<file path="src/rtl/op2_pkg.sv">
// Shared constants for the operand-2 shifter: shift types and the bit
// positions of the fields inside the 12-bit instruction shifter operand.
package op2_pkg;

  typedef enum logic [1:0] {
    LSL = 2'b00,
    LSR = 2'b01,
    ASR = 2'b10,
    ROR = 2'b11
  } shift_e;

  // Immediate shift amount and shift type.
  localparam int SO_SHAMT_MSB = 11;
  localparam int SO_SHAMT_LSB = 7;
  localparam int SO_TYPE_MSB  = 6;
  localparam int SO_TYPE_LSB  = 5;

  // Rotated-immediate encoding: 4-bit rotate field over an 8-bit constant.
  localparam int SO_ROT_MSB   = 11;
  localparam int SO_ROT_LSB   = 8;
  localparam int SO_IMM8_MSB  = 7;

endpackage

</file>
<file path="src/rtl/op2_rotator.sv">
// DATA_W-wide rotate-right used for every shift type. LSL is a rotate by
// DATA_W-n, whose last shifted-out bit lands in bit 0; every other type
// takes its carry from the result MSB.
module op2_rotator #(
  parameter int DATA_W = 32,
  parameter int AW     = $clog2(DATA_W)
) (
  input  logic [DATA_W-1:0] data_i,
  input  logic [AW-1:0]     amt_i,
  input  logic              lsl_i,
  output logic [DATA_W-1:0] rot_o,
  output logic              carry_o
);

  logic [DATA_W-1:0] stage;

  // Log-depth barrel: stage k rotates by 2**k when amt_i[k] is set.
  always_comb begin
    stage = data_i;
    for (int k = 0; k < AW; k++) begin
      if (amt_i[k]) begin
        stage = (stage >> (2**k)) | (stage << (DATA_W - 2**k));
      end
    end
  end

  assign rot_o   = stage;
  assign carry_o = lsl_i ? stage[0] : stage[DATA_W-1];

endmodule

</file>
<file path="src/rtl/operand2_shifter.sv">
// Operand-2 shifter with a one-entry registered output (valid/ready).
// Build option: define OP2_REG_SHIFT_EN to honour register-specified shift
// amounts (reg_shift / val_rs); otherwise those inputs are ignored and all
// shifts use the immediate amount from shift_operand.
module operand2_shifter
  import op2_pkg::*;
#(
  parameter int DATA_W = 32
) (
  input  logic              clk,
  input  logic              rst_n,
  input  logic              in_valid,
  output logic              in_ready,
  input  logic [DATA_W-1:0] val_rm,
  input  logic [7:0]        val_rs,
  input  logic [11:0]       shift_operand,
  input  logic              los,
  input  logic              imm,
  input  logic              reg_shift,
  input  logic              carry_in,
  input  logic              flush,
  output logic              out_valid,
  input  logic              out_ready,
  output logic [DATA_W-1:0] val2,
  output logic              carry_out
);

  localparam int          AW  = $clog2(DATA_W);
  localparam logic [31:0] W_U = DATA_W;

  shift_e            sh_type;
  logic [4:0]        sh_imm;
  logic [8:0]        sh_n;
  logic              sh_rrx;
  logic [AW-1:0]     sh_amt;

  logic [DATA_W-1:0] rot_in;
  logic [AW-1:0]     rot_amt;
  logic              rot_lsl;
  logic [DATA_W-1:0] rot_out;
  logic              rot_c;

  logic [DATA_W-1:0] lo_mask;
  logic [DATA_W-1:0] hi_mask;
  logic              n_zero;
  logic              n_eq;
  logic              n_big;
  logic              sign;
  logic [DATA_W-1:0] shifted;
  logic              shift_c;

  logic              accept;
  logic              out_valid_q, out_valid_d;
  logic [DATA_W-1:0] val2_q, val2_d;
  logic              carry_q, carry_d;

`ifndef OP2_REG_SHIFT_EN
  logic unused_reg_shift;
  assign unused_reg_shift = ^{reg_shift, val_rs};
`endif

  // Effective shift amount; immediate #0 encodes #32 for LSR/ASR and RRX for ROR.
  always_comb begin
    sh_type = shift_e'(shift_operand[SO_TYPE_MSB:SO_TYPE_LSB]);
    sh_imm  = shift_operand[SO_SHAMT_MSB:SO_SHAMT_LSB];
    sh_rrx  = 1'b0;
    sh_n    = {4'd0, sh_imm};
    if (sh_imm == 5'd0) begin
      if (sh_type == LSR || sh_type == ASR) begin
        sh_n = 9'd32;
      end else if (sh_type == ROR) begin
        sh_rrx = 1'b1;
        sh_n   = 9'd1;
      end
    end
`ifdef OP2_REG_SHIFT_EN
    if (reg_shift) begin
      sh_rrx = 1'b0;
      sh_n   = {1'b0, val_rs};
    end
`endif
  end

  // Rotator operands: the rotated immediate shares the one rotator with Rm shifts.
  always_comb begin
    sh_amt  = AW'(sh_n);
    rot_in  = val_rm;
    rot_amt = sh_amt;
    rot_lsl = 1'b0;
    if (imm) begin
      rot_in  = DATA_W'(shift_operand[SO_IMM8_MSB:0]);
      rot_amt = AW'({shift_operand[SO_ROT_MSB:SO_ROT_LSB], 1'b0});
    end else if (sh_type == LSL) begin
      rot_amt = AW'(0) - sh_amt;
      rot_lsl = 1'b1;
    end
  end

  op2_rotator #(
    .DATA_W (DATA_W),
    .AW     (AW)
  ) u_rotator (
    .data_i  (rot_in),
    .amt_i   (rot_amt),
    .lsl_i   (rot_lsl),
    .rot_o   (rot_out),
    .carry_o (rot_c)
  );

  // Mode select and masking of the rotated value into LSL/LSR/ASR/ROR results.
  always_comb begin
    lo_mask = {DATA_W{1'b1}} >> sh_amt;
    hi_mask = {DATA_W{1'b1}} << sh_amt;
    n_zero  = (sh_n == 9'd0);
    n_eq    = ({23'd0, sh_n} == W_U);
    n_big   = ({23'd0, sh_n} >= W_U);
    sign    = val_rm[DATA_W-1];
    shifted = val_rm;
    shift_c = carry_in;
    if (los) begin
      shifted = DATA_W'(shift_operand);
    end else if (imm) begin
      shifted = rot_out;
      shift_c = (shift_operand[SO_ROT_MSB:SO_ROT_LSB] == 4'd0) ? carry_in : rot_c;
    end else if (!n_zero) begin
      unique case (sh_type)
        LSL: begin
          if (n_big) begin
            shifted = '0;
            shift_c = n_eq & val_rm[0];
          end else begin
            shifted = rot_out & hi_mask;
            shift_c = rot_c;
          end
        end
        LSR: begin
          if (n_big) begin
            shifted = '0;
            shift_c = n_eq & sign;
          end else begin
            shifted = rot_out & lo_mask;
            shift_c = rot_c;
          end
        end
        ASR: begin
          if (n_big) begin
            shifted = {DATA_W{sign}};
            shift_c = sign;
          end else begin
            shifted = (rot_out & lo_mask) | ({DATA_W{sign}} & ~lo_mask);
            shift_c = rot_c;
          end
        end
        ROR: begin
          shifted = rot_out;
          shift_c = rot_c;
          if (sh_rrx) begin
            shifted[DATA_W-1] = carry_in;
          end
        end
      endcase
    end
  end

  assign in_ready = !flush && (!out_valid_q || out_ready);
  assign accept   = in_valid && in_ready;

  // Output slot: load on accept, drain on out_ready, drop on flush; hold otherwise.
  always_comb begin
    out_valid_d = out_valid_q;
    val2_d      = val2_q;
    carry_d     = carry_q;
    if (flush) begin
      out_valid_d = 1'b0;
    end else if (accept) begin
      out_valid_d = 1'b1;
      val2_d      = shifted;
      carry_d     = shift_c;
    end else if (out_ready) begin
      out_valid_d = 1'b0;
    end
  end

  // Output register; reset clears any held result immediately.
  always_ff @(posedge clk or negedge rst_n) begin
    if (!rst_n) begin
      out_valid_q <= 1'b0;
      val2_q      <= '0;
      carry_q     <= 1'b0;
    end else begin
      out_valid_q <= out_valid_d;
      val2_q      <= val2_d;
      carry_q     <= carry_d;
    end
  end

  assign out_valid = out_valid_q;
  assign val2      = val2_q;
  assign carry_out = carry_q;

endmodule

</file>
<file path="config.mk">
export PLATFORM = sky130hd
export DESIGN_NAME = operand2_shifter
export DESIGN_NICKNAME = d
export VERILOG_FILES = /design/src/rtl/op2_pkg.sv /design/src/rtl/op2_rotator.sv /design/src/rtl/operand2_shifter.sv
export SDC_FILE = /design/constraint.sdc
export NUM_CORES = 1
export LEC_CHECK = 0
export BUFFER_PORTS_ARGS = -buffer_cell sky130_fd_sc_hd__buf_2
export CORE_MARGIN = 3
export CORE_UTILIZATION = 40
export CTS_CLUSTER_SIZE = 30
export DETAILED_ROUTE_END_ITERATION = 8
export PLACE_DENSITY = 0.65
export SYNTH_ARGS = -nofsm -noshare
export SYNTH_HDL_FRONTEND = slang
export SYNTH_SLANG_ARGS = --single-unit
</file>
<file path="constraint.sdc">
create_clock -name clk -period 4.2 [get_ports clk]
set_input_delay 0.42 -clock clk [delete_from_list [all_inputs] [get_ports clk]]
set_output_delay 0.42 -clock clk [all_outputs]
set_load 0.1 [all_outputs]
</file>
# Yosys cells after proc, flatten, opt, wreduce, memory -nomap -nowiden
# Cells that the tools add are included.
dict set report word_totals {
  register_bits 34
  in_bits 61
  output_inout_bits 35
  elab_cells 72
}
dict set report classes {
  n_addsub 1
  order_cmp 1
  eq_ne 4
  shifts 2
  mux 36
  bitwise 13
  n_reduce_logical 12
}
# operator n
set op_table {}
lappend op_table {{2-to-1 mux 32 bit} 12}
lappend op_table {{case mux 32 bit (4 select lines)} 1}
lappend op_table {{bitwise AND 32 bit} 3}
lappend op_table {{inverter 32 bit} 1}
lappend op_table {{OR 16 x 32 -> 32 bit} 1}
lappend op_table {{OR 24 x 32 -> 32 bit} 1}
lappend op_table {{OR 28 x 32 -> 32 bit} 1}
lappend op_table {{OR 30 x 32 -> 32 bit} 1}
lappend op_table {{OR 31 x 32 -> 32 bit} 1}
lappend op_table {{OR 32 bit} 1}
lappend op_table {{left shift 32 x 5 -> 32 bit, first input constant} 1}
lappend op_table {{right shift 32 x 5 -> 32 bit, first input constant} 1}
lappend op_table {{2-to-1 mux 1 bit} 17}
lappend op_table {{2-to-1 mux 5 bit} 3}
lappend op_table {{== test 9 x 6 -> 1 bit, second input constant} 1}
lappend op_table {{greater-or-equal comparator 9 x 6 -> 1 bit, second input constant} 1}
lappend op_table {{zero test 9 bit} 1}
lappend op_table {{2-to-1 mux 9 bit} 1}
lappend op_table {{2-to-1 mux 6 bit} 1}
lappend op_table {{zero test 5 bit} 1}
lappend op_table {{subtractor 1 x 5 -> 5 bit, first input constant} 1}
lappend op_table {{== test 2 bit, second input constant} 2}
lappend op_table {{zero test 4 bit} 1}
lappend op_table {{case mux 1 bit (4 select lines)} 1}
lappend op_table {{9 further kinds} 13}

# Logic depth before layout (Yosys ltp)
# Gate-level depths: netlist (run 1).
dict set report logic_depth {
  depth_word 23
  mapped_depth 19
  mapped_depth_nobuf 15
}

# By module
# From an unflattened synthesis (run 1), not the netlist that was laid out.
dict set report hier_totals {
  cells_unflattened 712
  hier_area_um2 6070.8
}
# module n_inst cells_per_inst area_each_um2 seq_area_each_um2
set modules_own_cells {}
lappend modules_own_cells {operand2_shifter 1 553 3991.3 850.8}
lappend modules_own_cells {op2_rotator 1 159 2079.5 0.0}

# Worst setup path before layout (run 1)
# OpenSTA, ideal clock, no wires.
dict set report synth_timing {
  path_type {input to register}
  startpoint {input port shift_operand[5]}
  endpoint {register val2_q[16], in the netlist val2[16]}
  arrival_ns 4.062
  required_ns 4.074
  slack_ns 0.012
  stages 19
  cell_sequence {inv_1 -> ha_1 -> nor2b_1 -> a21o_4 -> inv_2 -> buf_2 -> ha_1 -> ha_1 -> and3b_1 -> buf_2 -> a21o_1 -> buf_2 -> buf_2 -> a211oi_1 -> nor4_1 -> a21oi_1 -> mux2_2 -> a21oi_1 -> a221o_1}
}
dict set report synth_between {
  elab_chain_cells 23
  word_cells_on_any_way 38
  classes_between {1 x add/sub; 1 x order compare; 3 x eq/ne; 2 x shift; 18 x mux; 10 x bitwise; 3 x reduce/logical}
}
# element line_no
set synth_lines {}
lappend synth_lines {{start: declaration} operand2_shifter.sv:16} ;# input logic [11:0] shift_operand,
lappend synth_lines {{== test 2 bit (tied with other cells)} {operand2_shifter.sv:71, operand2_shifter.sv:126}}
lappend synth_lines {{2-to-1 mux 5 bit / logical OR 1 bit (equally long branches)} {operand2_shifter.sv:71, operand2_shifter.sv:69}}
lappend synth_lines {{2-to-1 mux 6 bit} operand2_shifter.sv:69} ;# if (sh_type == LSR || sh_type == ASR) begin
lappend synth_lines {{2-to-1 mux 9 bit} operand2_shifter.sv:68} ;# if (sh_imm == 5'd0) begin
lappend synth_lines {{subtractor 1 x 5 -> 5 bit} operand2_shifter.sv:94} ;# rot_amt = AW'(0) - sh_amt;
lappend synth_lines {{2-to-1 mux 5 bit} operand2_shifter.sv:93} ;# end else if (sh_type == LSL) begin
lappend synth_lines {{2-to-1 mux 5 bit} operand2_shifter.sv:90} ;# if (imm) begin
lappend synth_lines {{2-to-1 mux 32 bit} op2_rotator.sv:21} ;# if (amt_i[k]) begin
lappend synth_lines {{[7 not listed]} n/a}
lappend synth_lines {{2-to-1 mux 32 bit} op2_rotator.sv:21}
lappend synth_lines {{bitwise AND 32 bit} {operand2_shifter.sv:141, operand2_shifter.sv:150}}
lappend synth_lines {{OR 32 bit} operand2_shifter.sv:150} ;# shifted = (rot_out & lo_mask) | ({DATA_W{sign}} & ~lo_mask);
lappend synth_lines {{2-to-1 mux 32 bit} operand2_shifter.sv:146} ;# if (n_big) begin
lappend synth_lines {{case mux 32 bit (4 select lines)} operand2_shifter.sv:126} ;# unique case (sh_type)
lappend synth_lines {{2-to-1 mux 32 bit} operand2_shifter.sv:125} ;# end else if (!n_zero) begin
lappend synth_lines {{2-to-1 mux 32 bit *} operand2_shifter.sv:122} ;# end else if (imm) begin
lappend synth_lines {{2-to-1 mux 32 bit *} operand2_shifter.sv:120} ;# if (los) begin
lappend synth_lines {{end signal: assignment} operand2_shifter.sv:192} ;# val2_q <= val2_d;
lappend synth_lines {{end: declaration} operand2_shifter.sv:54} ;# logic [DATA_W-1:0] val2_q, val2_d;
# Every way passes the cells marked *; elsewhere a longest branch is shown, timed or not.
# A chain may end at the register's enable or synchronous reset.

# Worst setup path in the final report (run 1)
dict set report layout_timing {
  startpoint {input port shift_operand[6]}
  endpoint {register val2_q[19], in the netlist val2[19]}
}
# The elaborated chain is that of the path after synthesis.

==> results of run 1 <==
-- layout make-up --
type                            count  area (um^2)
Sequential cell                    34          851
Tap cell                          216          270
Timing Repair Buffer              167         1060
Multi-Input combinational cell    793         5270
Clock buffer                        5          125
Clock inverter                      3         68.8
Fill cell                        1726         8260
Inverter                           24         90.1
-- sequential cells by signal, summed over array words and instances (netlist names) --
| signal | cells |
|---|---|
| out_valid | 1 |
| val2 | 32 |
| carry_out | 1 |
-- placed cells by master, fill, tap and decap left out, types with 10 or more instances in the layout --
cell	netlist	routed
a211oi_1	40	40
a21oi_1	89	89
a221oi_1	15	15
a22oi_1	12	12
a31oi_1	16	16
buf_2	12	86
buf_4	0	79
dfrtp_1	34	34
ha_1	11	11
inv_1	22	22
mux2_2	10	10
mux2i_1	62	61
nand2_1	86	86
nand2b_1	29	29
nand3_1	26	26
nor2_1	76	76
nor3_1	24	24
o211ai_1	22	22
o21ai_0	91	91
o221ai_1	19	19
o22ai_1	13	13
o31ai_1	10	10
-- worst max-delay path: stages --
cell and delay (ps):
buf_2 110, inv_1 60, ha_1 290, nor2b_1 200, a21o_4 160, inv_2 40, ha_1 180, ha_1 330
and3b_1 190, a21o_1 260, buf_4 190, a211oi_1 250, a311oi_1 100, buf_4 210, mux4_2 490, and2_1 180
a211oi_1 280, o31ai_1 100
-- report_power, final --
group	switching, mW	total (mW)	internal, mW
registers	0.0305	0.411	0.381
logic	1.08	1.48	0.399
clock network	0.153	0.494	0.341
total	1.26	2.38	1.12
-- logic make-up after synthesis --
group | share of synthesized area
xor gates and xnor gates | 0.00514
muxes | 0.138
adders and majority gates | 0.0209
buffers and inverters | 0.0750
DFF | 0.129
AOI/OAI and AO/OA | 0.422
and+or+nand+nor | 0.210
-- metal layers --
metal,global-route usage,routed length [um],vias up
li1,-,-,3806
met1,0.509,13800,4060
met2,0.548,14400,750
met3,0.0874,4240,141
met4,0.201,2430,0
met5,0,0,-
-- per-stage QoR --
step                hold slack (ps)  instances  total power, mW
finish                          207       1242             2.38
global route                    269       1242             2.48
CTS                             240       1242             2.35
detailed placement              474       1234             1.85
global placement                463       1234             1.85
floorplan                       124        941             1.41
-- final timing paths --
kind / endpoint / slack (ps) / cells past startpoint
max: val2[19] / 310 / 18
min: val2[7] / 210 / 1
max reg2reg: val2[22] / 1760 / 6
min reg2reg: val2[29] / 470 / 2
max in group asynchronous: val2[13] / 3510 / 1
min in group clk: out_valid / 350 / 2
==> impl_metrics.json, run 1 <==
{
  "status": "finished, final reports clean",
  "skew_ps": 5.96,
  "finalSetupViolCount": 0,
  "start_util": 0.411,
  "ys.flop_type": "dfrtp_1",
  "path_class": "primary input to flip-flop",
  "final.setup.tns_ps": 0,
  "synth_top_area_cell": "dfrtp_1",
  "fp.dieH_um": 134,
  "via_count": 8757,
  "async_flop_share": 1.00,
  "track_usage": 0.374,
  "synth_top_area_frac": 0.129,
  "antenna_found_initial": 1,
  "pre_cts_slack_ps": 41.1,
  "ir_drop_mv": 0.217,
  "cts.path.max_buffers": 2,
  "n_antenna_cell": 0,
  "drc_errors": 0,
  "min_period_over_period": 0.927,
  "grt_pass1_wl_mm": 51.5,
  "critical_path_arrival_ps": 4050,
  "overflow": 0,
  "power.density_nw_per_um2": 308,
  "syn_avg_cell_area_um2": 6.99,
  "syn_area_um2": 6580,
  "postRouteAntennaNets": 0,
  "yosysMostFrequentCell": "o21ai_0",
  "period_minus_slack_ps": 3890,
  "design_area_um2": 7740,
  "cts_root_buf": "clkbuf_16",
  "die_area_um2": 18000,
  "ys_types": 82,
  "cts_resized": 0,
  "coreArea_um2": 16000,
  "gp_congestion": 1.13,
  "seq_area_frac_synth": 0.129,
  "report.final.slew_viol_count": 0,
  "ys_warn_count": 0,
  "dr.first_iter.drc_count": 1459,
  "clk_pin_slew_worst_paths_ps": 60,
  "cts_setup_buffers": 0,
  "dp_hpwl_mm": 26.6,
  "numCtsBuffers": 5,
  "fin_nets": 1097,
  "cts_sinks": 34,
  "area_growth_pct": 17.7,
  "synth-edff-count": 0,
  "synth_top_cells_by_count": "o21ai_0, a21oi_1, nand2_1",
  "clock.fmax_mhz": 257,
  "port-buffer-count": 86,
  "max-cap-violations": 0,
  "ys_ff_latch": 34,
  "cts.htree.levels": 2,
  "cp-startpoint": "shift_operand[6]",
  "first_global_vias": 7983,
  "vias_per_cell": 7.05,
  "die_width_um": 134,
  "tritoncts": "yes",
  "synth_fp_nets": 1013,
  "rr_startpoint": "out_valid",
  "hold_viol": 0,
  "synth_area_leaders": "dfrtp_1, mux2i_1, o21ai_0, a21oi_1, nand2_1",
  "drt-wirelength-per-cell_um": 28.1,
  "io_pins": 96,
  "leakagePower_nw": 3.24,
  "clk_latency_ps": 290,
  "setup_slack_ps": 305,
  "rows": 46,
  "rsz0062_at_grt": "false",
  "ctsHoldBuffers": 0,
  "cp-start-kind": "primary input",
  "totalWireLength_mm": 34.9,
  "relSlewSlack": 0.346,
  "synthCells": 941,
  "worstPathMaxFanout": 7,
  "drive_above_1_share": 0.215,
  "crit_required_ps": 4350,
  "grt_max_degree": 45,
  "endpoint_kind": "flip-flop",
  "hold_path.class": "primary input to async pin",
  "firstDrtPassIters": 6,
  "dpl_cell_area_um2": 7540,
  "finish.utilization": 0.484,
  "worstMarginPinSlew_ps": 971
}
Power figures use the tool's default switching activity.
==> inputs of run 2 (changes only) <==
--- a/config.mk
+++ b/config.mk
@@ -6,6 +6,7 @@
 export NUM_CORES = 1
 export LEC_CHECK = 0
 export BUFFER_PORTS_ARGS = -buffer_cell sky130_fd_sc_hd__buf_2
+export CORE_ASPECT_RATIO = 1.1
 export CORE_MARGIN = 3
 export CORE_UTILIZATION = 40
 export CTS_CLUSTER_SIZE = 30
==> run 2 against run 1 <==
Net effect: setup slack improved by 26 ps; global-route usage rose by 3.7 points; cell count fell by 0.56%; fmax rose by 0.66%; sequential share of layout area barely moved; worst hold slack improved by 27 ps; clock skew fell by 0.71 ps; highest routed layer is now met5.
==> impl_metrics.json, run 2 (synthesis gave the netlist of run 1 again) <==
{
  "grt_pass1_wl_mm": 55.5,
  "tritoncts": "yes",
  "hold_viol": 0,
  "cts_setup_buffers": 0,
  "overflow": 0,
  "relSlewSlack": 0.407,
  "gp_congestion": 0.991,
  "regArea_um2": 851,
  "fillers": 1681,
  "power_mw": 2.36,
  "max_stage_delay_ps": 580,
  "reg2reg_slack_ps": 1770,
  "min_period_over_period": 0.921,
  "crit_path_frequent_cell": "ha_1",
  "skew_ps": 5.25,
  "max-cap-violations": 0,
  "largest_reg_flops": 32,
  "ir_drop_mv": 0.183,
  "worstMarginPinSlew_ps": 885,
  "port-buffer-count": 86,
  "numCtsBuffers": 5,
  "firstDrtPassIters": 6,
  "start_util": 0.413,
  "report.final.slew_viol_count": 0,
  "fp.dieH_um": 140,
  "cp-start-kind": "primary input",
  "finalSetupViolCount": 0,
  "layout_common_cells": "o21ai_0, a21oi_1, buf_4, nand2_1, buf_2",
  "hold_path.class": "primary input to async pin",
  "multiInputGateArea_um2": 5280,
  "path_buf_inv": 5,
  "postRouteAntennaNets": 0,
  "rsz0062_at_grt": "false",
  "status": "finished, final reports clean",
  "area_growth_pct": 17.9,
  "die_width_um": 128,
  "fin_nets": 1106,
  "power.density_nw_per_um2": 305,
  "path_class": "primary input to flip-flop",
  "path_cells": "buf_2 -> inv_1 -> ha_1 -> nor2b_1 -> a21o_4 -> inv_2 -> ha_1 -> ha_1 -> and3b_1 -> a21o_1 -> buf_4 -> a211oi_1 -> a311oi_2 -> mux4_2 -> nor2_1 -> a211oi_1 -> buf_4 -> a211o_1",
  "dp_hpwl_mm": 29.2,
  "clk_pin_slew_worst_paths_ps": 60,
  "cts.htree.levels": 2,
  "antenna_found_initial": 2,
  "die_area_um2": 18000,
  "grt_max_degree": 41,
  "finish.utilization": 0.487,
  "crit_required_ps": 4380,
  "cts_root_buf": "clkbuf_16",
  "dr.first_iter.drc_count": 1299,
  "layout_commonest_cell": "o21ai_0",
  "worstPathMaxFanout": 8,
  "drc_errors": 0,
  "rows": 48,
  "clock.fmax_mhz": 258,
  "n_antenna_cell": 0,
  "cts_resized": 0,
  "drive_above_1_share": 0.222,
  "slowest_stage": "mux4_2",
  "coreArea_um2": 15900,
  "clk_latency_ps": 290,
  "critical_path_arrival_ps": 4050,
  "io_pins": 96,
  "ctsHoldBuffers": 0,
  "first_global_vias": 8292,
  "cts.path.max_buffers": 2,
  "totalWireLength_mm": 38.0,
  "endpoint_kind": "flip-flop",
  "vias_per_cell": 7.23,
  "leakagePower_nw": 3.27,
  "period_minus_slack_ps": 3870,
  "via_count": 8927,
  "critical_path.top_delay_family": "compound AO/OA/AOI/OAI gates",
  "drt-wirelength-per-cell_um": 30.7,
  "track_usage": 0.411,
  "cts_sinks": 34
}
==> run 2: changes by cell type in the layout (fill, tap and decap cells not counted), sizes merged <==
cell and delta:
buf +9, clkbuf +2, bufinv -1, clkinv -1
==> run 2: final timing paths <==
check | from | end | cells after the start
max in group asynchronous | rst_n | val2[0] | 1
worst max register to register | out_valid | val2[7] | 7
worst min-delay path | rst_n | val2[1] | 1
min in group clk | flush | out_valid | 2
worst min register to register | val2[19] | val2[19] | 2
worst max-delay path | shift_operand[5] | val2[11] | 18
==> run 2: final cells by class <==
| type | count | area share |
|---|---|---|
| timing repair buffer | 176 | 0.144 |
| inverter | 24 | 0.0116 |
| multi-input combinational | 793 | 0.681 |
| clock buffer | 7 | 0.0171 |
| tap | 200 | 0.0323 |
| clock inverter | 1 | 0.00387 |
| sequential | 34 | 0.110 |
==> run 2: through the flow <==
stage          cell area [um^2]  setup TNS (ps)  hold WS, ps  std cells  worst slack (ps)
3_5_place_dp               7580           -78.8          463       1227             -41.2
3_3_place_gp               7580               0          459       1227              28.3
5_1_grt                    7750               0          304       1235               116
2_1_floorplan              6580               0          124        941              12.3
4_1_cts                    7750               0          269       1235               259
6_report                   7750               0          234       1235               331
==> run 2: report_power, final <==
group          internal [mW]  total (mW)  switching [mW]  leakage (nW)
Combinational          0.404        1.51            1.11          2.75
Clock                  0.281       0.442           0.161        0.0781
Sequential             0.380       0.412          0.0311         0.439
Total                   1.07        2.36            1.30          3.27
==> run 2: per-layer routing <==
layer	track usage	share of wire	up-vias
li1	-	-	3825
met1	0.554	0.39	4229
met2	0.612	0.43	700
met3	0.102	0.12	169
met4	0.194	0.061	4
met5	0	0.00090	-
